$ cat src/rtl/riscv_pkg.sv
// Shared RV32 definitions for the load/store path: funct3 encodings, LSU states and
// the access legality rule used at request accept.
package riscv_pkg;

  localparam logic [2:0] F3_B  = 3'b000;
  localparam logic [2:0] F3_H  = 3'b001;
  localparam logic [2:0] F3_W  = 3'b010;
  localparam logic [2:0] F3_BU = 3'b100;
  localparam logic [2:0] F3_HU = 3'b101;

  typedef enum logic [1:0] {IDLE, RD, RD_WAIT, WR} lsu_state_t;

  // Unsigned sizes exist only for loads; halves need an even address, words an aligned one.
  function automatic logic access_err(input logic we, input logic [2:0] funct3,
                                      input logic [1:0] offset);
    logic err;
    case (funct3)
      F3_B:    err = 1'b0;
      F3_H:    err = offset[0];
      F3_W:    err = |offset;
      F3_BU:   err = we;
      F3_HU:   err = we | offset[0];
      default: err = 1'b1;
    endcase
    return err;
  endfunction

endpackage

$ cat src/rtl/load_store_unit_if.sv
// Core-side request/response handshake of the load/store unit.
interface load_store_unit_if;
  logic        req_valid;
  logic        req_ready;
  logic        req_we;
  logic [2:0]  req_funct3;
  logic [31:0] req_addr;
  logic [31:0] req_wdata;
  logic        resp_valid;
  logic        resp_err;
  logic [31:0] resp_rdata;

  modport master (
    output req_valid, req_we, req_funct3, req_addr, req_wdata,
    input  req_ready, resp_valid, resp_err, resp_rdata
  );

  modport slave (
    input  req_valid, req_we, req_funct3, req_addr, req_wdata,
    output req_ready, resp_valid, resp_err, resp_rdata
  );
endinterface

$ cat src/rtl/lsu_align.sv
// Combinational lane logic: access check, little-endian load extraction and sub-word
// store merge into the old RAM word.
module lsu_align
  import riscv_pkg::*;
(
  input  logic        chk_we,
  input  logic [2:0]  chk_funct3,
  input  logic [1:0]  chk_offset,
  output logic        err,
  input  logic [2:0]  funct3,
  input  logic [1:0]  offset,
  input  logic [31:0] old_word,
  input  logic [31:0] wdata,
  output logic [31:0] rdata,
  output logic [31:0] new_word
);

  logic [7:0]  lane_b;
  logic [15:0] lane_h;
  logic [31:0] mask;
  logic [31:0] ins;

  always_comb begin
    err    = access_err(chk_we, chk_funct3, chk_offset);
    lane_b = old_word[{offset, 3'b000} +: 8];
    lane_h = offset[1] ? old_word[31:16] : old_word[15:0];

    case (funct3)
      F3_B:    rdata = {{24{lane_b[7]}}, lane_b};
      F3_BU:   rdata = {24'h0, lane_b};
      F3_H:    rdata = {{16{lane_h[15]}}, lane_h};
      F3_HU:   rdata = {16'h0, lane_h};
      default: rdata = old_word;
    endcase

    case (funct3)
      F3_B: begin
        mask = 32'h0000_00ff << {offset, 3'b000};
        ins  = {24'h0, wdata[7:0]} << {offset, 3'b000};
      end
      F3_H: begin
        mask = 32'h0000_ffff << {offset[1], 4'b0000};
        ins  = {16'h0, wdata[15:0]} << {offset[1], 4'b0000};
      end
      default: begin
        mask = 32'hffff_ffff;
        ins  = wdata;
      end
    endcase
    new_word = (old_word & ~mask) | ins;
  end

endmodule

$ cat src/rtl/load_store_unit.sv
// RV32 load/store unit driving a synchronous word RAM; sub-word stores are done as
// read-modify-write because the RAM only writes whole words.
module load_store_unit
  import riscv_pkg::*;
#(
  parameter int unsigned DWIDTH = 32
) (
  input  logic              clock,
  input  logic              nreset,
  load_store_unit_if.slave  bus,
  output logic              ramR,
  output logic              ramW,
  output logic [31:0]       addr,
  output logic [DWIDTH-1:0] dataW,
  input  logic [DWIDTH-1:0] dataR
);

  lsu_state_t  state_q;
  logic        we_q;
  logic [2:0]  f3_q;
  logic [1:0]  off_q;
  logic [31:0] wdata_q;
  logic        ram_r_q, ram_w_q;
  logic [31:0] addr_q, data_w_q;
  logic        resp_valid_q, resp_err_q;
  logic [31:0] resp_rdata_q;

  logic        req_err;
  logic [31:0] ld_data, merged;

  lsu_align u_align (
    .chk_we     (bus.req_we),
    .chk_funct3 (bus.req_funct3),
    .chk_offset (bus.req_addr[1:0]),
    .err        (req_err),
    .funct3     (f3_q),
    .offset     (off_q),
    .old_word   (dataR),
    .wdata      (wdata_q),
    .rdata      (ld_data),
    .new_word   (merged)
  );

  always_ff @(posedge clock or negedge nreset) begin
    if (!nreset) begin
      state_q      <= IDLE;
      we_q         <= 1'b0;
      f3_q         <= 3'b000;
      off_q        <= 2'b00;
      wdata_q      <= '0;
      ram_r_q      <= 1'b0;
      ram_w_q      <= 1'b0;
      addr_q       <= '0;
      data_w_q     <= '0;
      resp_valid_q <= 1'b0;
      resp_err_q   <= 1'b0;
      resp_rdata_q <= '0;
    end else begin
      // Strobes and response are single-cycle pulses; addr/dataW hold.
      ram_r_q      <= 1'b0;
      ram_w_q      <= 1'b0;
      resp_valid_q <= 1'b0;
      resp_err_q   <= 1'b0;
      resp_rdata_q <= '0;
      case (state_q)
        IDLE: begin
          if (bus.req_valid) begin
            we_q    <= bus.req_we;
            f3_q    <= bus.req_funct3;
            off_q   <= bus.req_addr[1:0];
            wdata_q <= bus.req_wdata;
            if (req_err) begin
              resp_valid_q <= 1'b1;
              resp_err_q   <= 1'b1;
            end else begin
              addr_q <= {2'b00, bus.req_addr[31:2]};
              if (bus.req_we && bus.req_funct3 == F3_W) begin
                ram_w_q  <= 1'b1;
                data_w_q <= bus.req_wdata;
                state_q  <= WR;
              end else begin
                ram_r_q <= 1'b1;
                state_q <= RD;
              end
            end
          end
        end
        RD: state_q <= RD_WAIT;
        RD_WAIT: begin
          if (we_q) begin
            data_w_q <= merged;
            ram_w_q  <= 1'b1;
            state_q  <= WR;
          end else begin
            resp_rdata_q <= ld_data;
            resp_valid_q <= 1'b1;
            state_q      <= IDLE;
          end
        end
        WR: begin
          resp_valid_q <= 1'b1;
          state_q      <= IDLE;
        end
        default: state_q <= IDLE;
      endcase
    end
  end

  assign bus.req_ready  = (state_q == IDLE);
  assign bus.resp_valid = resp_valid_q;
  assign bus.resp_err   = resp_err_q;
  assign bus.resp_rdata = resp_rdata_q;
  assign ramR           = ram_r_q;
  assign ramW           = ram_w_q;
  assign addr           = addr_q;
  assign dataW          = data_w_q;

endmodule

$ cat src/flat_wrapper.sv
// flat-port wrapper written by rule: the top's interface ports become plain ports
module load_store_unit_flat import riscv_pkg::*;
#(
  parameter int unsigned DWIDTH = 32
)
  (clock, nreset, ramR, ramW, addr, dataW, dataR, bus_req_valid, bus_req_we, bus_req_funct3, bus_req_addr, bus_req_wdata, bus_req_ready, bus_resp_valid, bus_resp_err, bus_resp_rdata);
  load_store_unit_if bus_i ();
  input  logic clock;
  input  logic nreset;
  output logic ramR;
  output logic ramW;
  output logic [31:0] addr;
  output logic [DWIDTH-1:0] dataW;
  input  logic [DWIDTH-1:0] dataR;
  input wire logic [$bits(bus_i.req_valid)-1:0] bus_req_valid;
  input wire logic [$bits(bus_i.req_we)-1:0] bus_req_we;
  input wire logic [$bits(bus_i.req_funct3)-1:0] bus_req_funct3;
  input wire logic [$bits(bus_i.req_addr)-1:0] bus_req_addr;
  input wire logic [$bits(bus_i.req_wdata)-1:0] bus_req_wdata;
  output wire logic [$bits(bus_i.req_ready)-1:0] bus_req_ready;
  output wire logic [$bits(bus_i.resp_valid)-1:0] bus_resp_valid;
  output wire logic [$bits(bus_i.resp_err)-1:0] bus_resp_err;
  output wire logic [$bits(bus_i.resp_rdata)-1:0] bus_resp_rdata;
  assign bus_i.req_valid = bus_req_valid;
  assign bus_i.req_we = bus_req_we;
  assign bus_i.req_funct3 = bus_req_funct3;
  assign bus_i.req_addr = bus_req_addr;
  assign bus_i.req_wdata = bus_req_wdata;
  assign bus_req_ready = bus_i.req_ready;
  assign bus_resp_valid = bus_i.resp_valid;
  assign bus_resp_err = bus_i.resp_err;
  assign bus_resp_rdata = bus_i.resp_rdata;
  load_store_unit #(.DWIDTH(DWIDTH)) u_core (.clock(clock), .nreset(nreset), .bus(bus_i), .ramR(ramR), .ramW(ramW), .addr(addr), .dataW(dataW), .dataR(dataR));
endmodule
$ cat config.mk
export PLATFORM = sky130hd
export DESIGN_NAME = load_store_unit_flat
export DESIGN_NICKNAME = d
export VERILOG_FILES = /design/src/rtl/riscv_pkg.sv /design/src/rtl/load_store_unit_if.sv /design/src/rtl/lsu_align.sv /design/src/rtl/load_store_unit.sv /design/src/flat_wrapper.sv
export SDC_FILE = /design/constraint.sdc
export NUM_CORES = 1
export LEC_CHECK = 0
export BUFFER_PORTS_ARGS = -buffer_cell sky130_fd_sc_hd__buf_2
export CORE_MARGIN = 2
export CORE_UTILIZATION = 35
export DETAILED_ROUTE_END_ITERATION = 10
export HOLD_SLACK_MARGIN = 0.1
export PLACE_DENSITY_LB_ADDON = 0.3
export SLEW_MARGIN = 10
export SYNTH_ARGS = -nofsm -noshare
export SYNTH_HDL_FRONTEND = slang
export SYNTH_SLANG_ARGS = --single-unit
$ cat constraint.sdc
create_clock -name clock -period 2.1 [get_ports clock]
set_input_delay 0.42 -clock clock [delete_from_list [all_inputs] [get_ports clock]]
set_output_delay 0.42 -clock clock [all_outputs]
set_load 0.02 [all_outputs]
== Word level (Yosys, flattened, before mapping) ==
Cells that the tools add are included.

* Bits in registers: 138
* Output and inout port bits: 101

* Eq/ne operators: 14
* Shift operators: 5
* Muxes and demuxes: 31
* Bitwise logic cells: 5
* Reduce and logical (&&, ||, !) cells: 10

{| class="wikitable"
|+ Operator list
! operator !! number
|-
| $mux 32 || 6
|-
| $pmux 32 s2 || 3
|-
| $pmux 32 s4 || 1
|-
| $and 32x32->32 || 1
|-
| $not 32->32 || 1
|-
| $or 32x32->32 || 1
|-
| $shiftx 32x6->8 || 1
|-
| $shl 16x5->32 || 1
|-
| $shl 16x5->32 const A || 1
|-
| $shl 8x5->32 || 1
|-
| $shl 8x5->32 const A || 1
|-
| $mux 16 || 1
|-
| $eq 3x3->1 const B || 4
|-
| $mux 1 || 12
|-
| $mux 2 || 4
|-
| $pmux 2 s4 || 1
|-
| $eq 3x1->1 const B || 2
|-
| $logic_not 3->1 || 2
|-
| $pmux 1 s5 || 1
|-
| $reduce_and 5->1 || 1
|-
| $eq 2x2->1 const B || 2
|-
| $ne 2x1->1 const B || 2
|-
| $ne 2x2->1 const B || 2
|-
| $reduce_and 2->1 || 2
|-
| 11 further kinds || 11
|}

== Logic depth before layout (Yosys ltp) ==
* Depth in word-level cells: 7
* Mapped depth: 8
* Gate-level depth less buffers: 4

== Modules after synthesis ==
From an unflattened synthesis, not the netlist that was laid out.

* Cells, all modules: 633
* Area total of the unflattened synthesis: 6906.6 µm²

{| class="wikitable"
|+ Modules (own cells, without submodules)
! module !! times used !! cells an instance !! area an instance (µm²) !! seq. area each (µm²)
|-
| load_store_unit || 1 || 404 || 5526.6 || 3453.3
|-
| lsu_align || 1 || 229 || 1380.1 || 0.0
|}

== Worst setup path after synthesis ==
No wires, ideal clock.

* Path kind: input-to-reg
* Start: input bus_req_funct3[0]
* End: register u_core.data_w_q[1], in the netlist u_core.dataW[1]
* Setup time: 0.127 ns
* Arrival: 2.030 ns
* Required time: 1.973 ns
* Setup slack: -0.057 ns
* Cell stages on the path: 6
* Path buffers: 2
* Cell sequence: or4_4 > a211oi_4 > or2_1 > buf_4 > buf_8 > mux2_1

* Longest elaborated chain between the ends: 4
* Elaborated cells between the ends (all ways): 10

{| class="wikitable"
|+ Ends and longest elaborated chain
! element !! RTL line !! RTL
|-
| from (decl) || flat_wrapper.sv:17 || <nowiki>input wire logic [$bits(bus_i.req_funct3)-1:0] bus_req_funct3;</nowiki>
|-
| $eq 3x3->1 (tied with other cells) || riscv_pkg.sv:17 || <nowiki>case (funct3)</nowiki>
|-
| $pmux 1 s5 / $logic_and 1x1->1 (equally long branches) || riscv_pkg.sv:17, load_store_unit.sv:77 ||
|-
| $ne 2x2->1 (no line) / $ne 2x1->1 (equally long branches) || n/a ||
|-
| $reduce_and 5->1 (no line) (*) || n/a ||
|-
| to (signal assigned) || load_store_unit.sv:79 || <nowiki>data_w_q <= bus.req_wdata;</nowiki>
|-
| to (signal assigned) || load_store_unit.sv:91 || <nowiki>data_w_q <= merged;</nowiki>
|-
| to (decl) || load_store_unit.sv:24 || <nowiki>logic [31:0] addr_q, data_w_q;</nowiki>
|}

Every way passes the cells marked *; elsewhere a longest branch is shown, timed or not.
A chain may end at the register's enable or synchronous reset.

== Final worst setup path ==
* Start: register u_core.state_q[1]
* End: register u_core.data_w_q[30], in the netlist u_core.dataW[30]

* Longest elaborated chain between the ends: 3
* Elaborated cells between the ends (all ways): 9

{| class="wikitable"
|+ Ends and longest elaborated chain
! element !! RTL line !! RTL
|-
| from (decl) || load_store_unit.sv:18 || <nowiki>lsu_state_t state_q;</nowiki>
|-
| from (signal assigned) || load_store_unit.sv:46 || <nowiki>state_q <= IDLE;</nowiki>
|-
| from (signal assigned) || load_store_unit.sv:80 || <nowiki>state_q <= WR;</nowiki>
|-
| from (signal assigned) || load_store_unit.sv:83 || <nowiki>state_q <= RD;</nowiki>
|-
| $eq 2x2->1 / $logic_not 2->1 (equally long branches) || load_store_unit.sv:65 || <nowiki>case (state_q)</nowiki>
|-
| $ne 2x1->1 (no line) (tied with other cells) || n/a ||
|-
| $reduce_and 5->1 (no line) || n/a ||
|}

Parallel ways exist; a longest one is shown, timed or not.

==> impl_metrics.toml <==
[run_status]
status = "complete, no violations"

[clocking]
root_buffer = "clkbuf_16"
clk_pin_slew_worst_paths_ns = 0.07
clock_latency_ns = 0.44
clock_sinks = 138
htree_levels = 4
cts_buffer_depth = 2
cts_tree = "done"
cts_buffers = 17

[die]
row_count = 49
initial_utilization_pct = 35.8
num_io_pins = 204
dieArea_mm2 = 0.0195
die_y_um = 139
fp.dieW_um = 139
core_mm2 = 0.0180

[logic_synthesis]
synth_top_area_cell = "dfrtp_1"
netlist.area_leader.share_pct = 53.8
synthCells = 643
yosys-top-cells-count = "nand2_1 (151), dfrtp_1 (138), clkbuf_1 (37), mux2_2 (36), nor2_1 (26)"
ys.flop_type = "dfrtp_1"
yosys_register_bits = 138
yosysWarnings = 0
synth_edf_count = 0
synthDistinctLibCells = 48
async_flop_share_pct = 100
syn_avg_cell_area_um2 = 9.99
yosysMostFrequentCell = "nand2_1"
synthTopCellsByArea = "dfrtp_1 (54%), nand2_1 (8.8%), mux2_2 (6.3%), a31oi_1 (2.3%), a221oi_1 (2.2%)"
synth_area_mm2 = 0.00642
yosysSeqAreaShare_pct = 53.8

[sta]
fin_setup_tns_ns = 0
fmax_ghz = 0.508
slew_violations = 0
hold_violations = 0
setup_violations = 0
layout_setup_ws_ns = 0.133
finalCritPeriodShare_pct = 93.7
max-slew-margin-rel_pct = 49.7
holdWs_ns = 0.196
skew_ns = 0.00738
worst_pin_slew_ns = 0.754
rsz0062_at_grt = "false"
fin_crit_ns = 1.97

[placed_design]
placed_area_mm2 = 0.00782
place_hpwl_um = 15400
io_buffers = 201
routabilityCongestion = 0.906
dp_slack_ns = -0.0456

[routing]
drt_first_iter_violations = 508
wl_um = 20700
drtPass1Iterations = 5
via_count = 5700
vias_per_cell = 5.24
antenna_left = 0
drc = 0
wire_per_inst_um = 19.0

[global_route]
grt_max_degree = 49
grt_use_total_pct = 21.2
grt_pass1_wl_um = 32100
antenna_found_initial = 0
grt_pass1_vias = 5671
grt-ovfl-total = 0

[final_layout]
utilization_pct = 46.8
fin_nets = 949
antennaDiodeCount = 0
final_cell_area_mm2 = 0.00840
area_growth_pct = 30.8
final_layout_size_suffix_gt1_share_pct = 35.9

[worst_setup_path]
crit_arrival_ns = 2.28
critPathTopFamily = "simple AND/OR/NAND/NOR gates"
cpPeakStageDelay_ns = 0.53
startpoint_type = "flip-flop"
crit_chain = "or3b_2, a211oi_4, or2_1, buf_12, mux2_2"
crit_path_end_kind = "flip-flop"
required_ns = 2.42
crit_fanout = 18
critical_path_class = "reg -> reg"
slowest_stage = "or3b_2"
path_buf_inv = 1

[worst_hold_path]
worst_hold_path_type = "in -> reg"

[pwr]
irDropWorstVdd_uv = 836
power_density_mw_per_mm2 = 1610
p_leak_nw = 4.28

[job]
cap_violations = 0
## state kept, by name (all words and copies together) (netlist names), 2 cells and up
signal / cells
u_core.addr: 30
u_core.f3_q: 3
u_core.dataW: 32
u_core.bus.resp_rdata: 32
u_core.wdata_q: 32
u_core.off_q: 2
u_core.state_q: 2
## timing repair
item | CTS | global route
setup endpoints to repair | 0 | 16
hold buffers | 1 | 0
hold endpoints to repair | 43 | 0
setup buffers | 0 | 0
resized for setup | 0 | 2
## placed cells by master (no fill, tap or decap), types with 2 or more instances in the layout
cell type     n
buf_2       200
buf_12        7
o22ai_1       8
a211o_1       4
nand2_1     151
inv_1        12
clkinvlp_4    2
nand2b_1      6
mux2i_1       4
or3b_2        2
o21ai_0      25
nor2b_1       2
conb_1        2
clkinv_4      5
dfrtp_1     138
buf_4        23
and3_1        9
a21o_1       17
a221oi_1     16
clkbuf_16    17
inv_8         4
mux2_1       10
nor3_1       23
a31oi_1      24
inv_6         3
mux2_2       36
a21boi_0      8
a22oi_1      11
o2111ai_1     8
a221o_1       5
a211oi_4      2
nand3_1      20
o211ai_1      8
nor2_1       25
a21oi_1       2
## worst min-delay path, cell delays in order
cell	delay (ns)
buf_2	0.09
nand2_1	0.04
nand2_1	0.05
## cells by family after synthesis
group / after synthesis / share of synthesized area (%)
other: 1 / 0.0584
flip-flops: 138 / 53.8
AO/OA/AOI/OAI: 143 / 16.0
AND/OR/NAND/NOR: 248 / 16.8
multiplexers: 52 / 9.21
buffers and inverters: 61 / 4.19
## power by group
part	switching, W	internal (W)
Sequential	0.000765	0.00380
Combinational	0.00383	0.00231
Clock	0.00128	0.00155
## routing by layer
metal	GRT usage, %	part of all wire [%]
met1	29.3	44
met4	6.33	1.9
met5	0	0
met2	34.0	48
met3	4.23	6.8
## area by class of cell
type,count,area [µm²]
tap,229,287
multi-input combinational,445,2720
inverter,12,45.0
fill,1740,9560
clock buffer,17,425
clock inverter,15,135
timing repair buffer,232,1340
sequential,138,3450
## per-stage QoR
stage,power [W],std cells
after floorplan,0.00842,644
after global placement,0.0107,1055
after detailed placement,0.0107,1055
after CTS,0.0136,1088
after global routing,0.0144,1088
final,0.0135,1088
## worst paths after layout
path	slack, ns	from	end	cells after the start
min	0.20	bus_req_wdata[14]	u_core.wdata_q[14]$_DFFE_PN0P_	3
min reg2reg	0.48	u_core.wdata_q[23]$_DFFE_PN0P_	u_core.wdata_q[23]$_DFFE_PN0P_	2
max reg2reg	0.13	u_core.state_q[1]$_DFFE_PN0P_	u_core.dataW[30]$_DFFE_PN0P_	5
max	0.13	u_core.state_q[1]$_DFFE_PN0P_	u_core.dataW[30]$_DFFE_PN0P_	5
min in group asynchronous	0.49	nreset	u_core.addr[8]$_DFFE_PN0P_	2
max in group asynchronous	0.97	nreset	u_core.dataW[4]$_DFFE_PN0P_	3
Note: power is estimated with default switching activity, not from simulation.
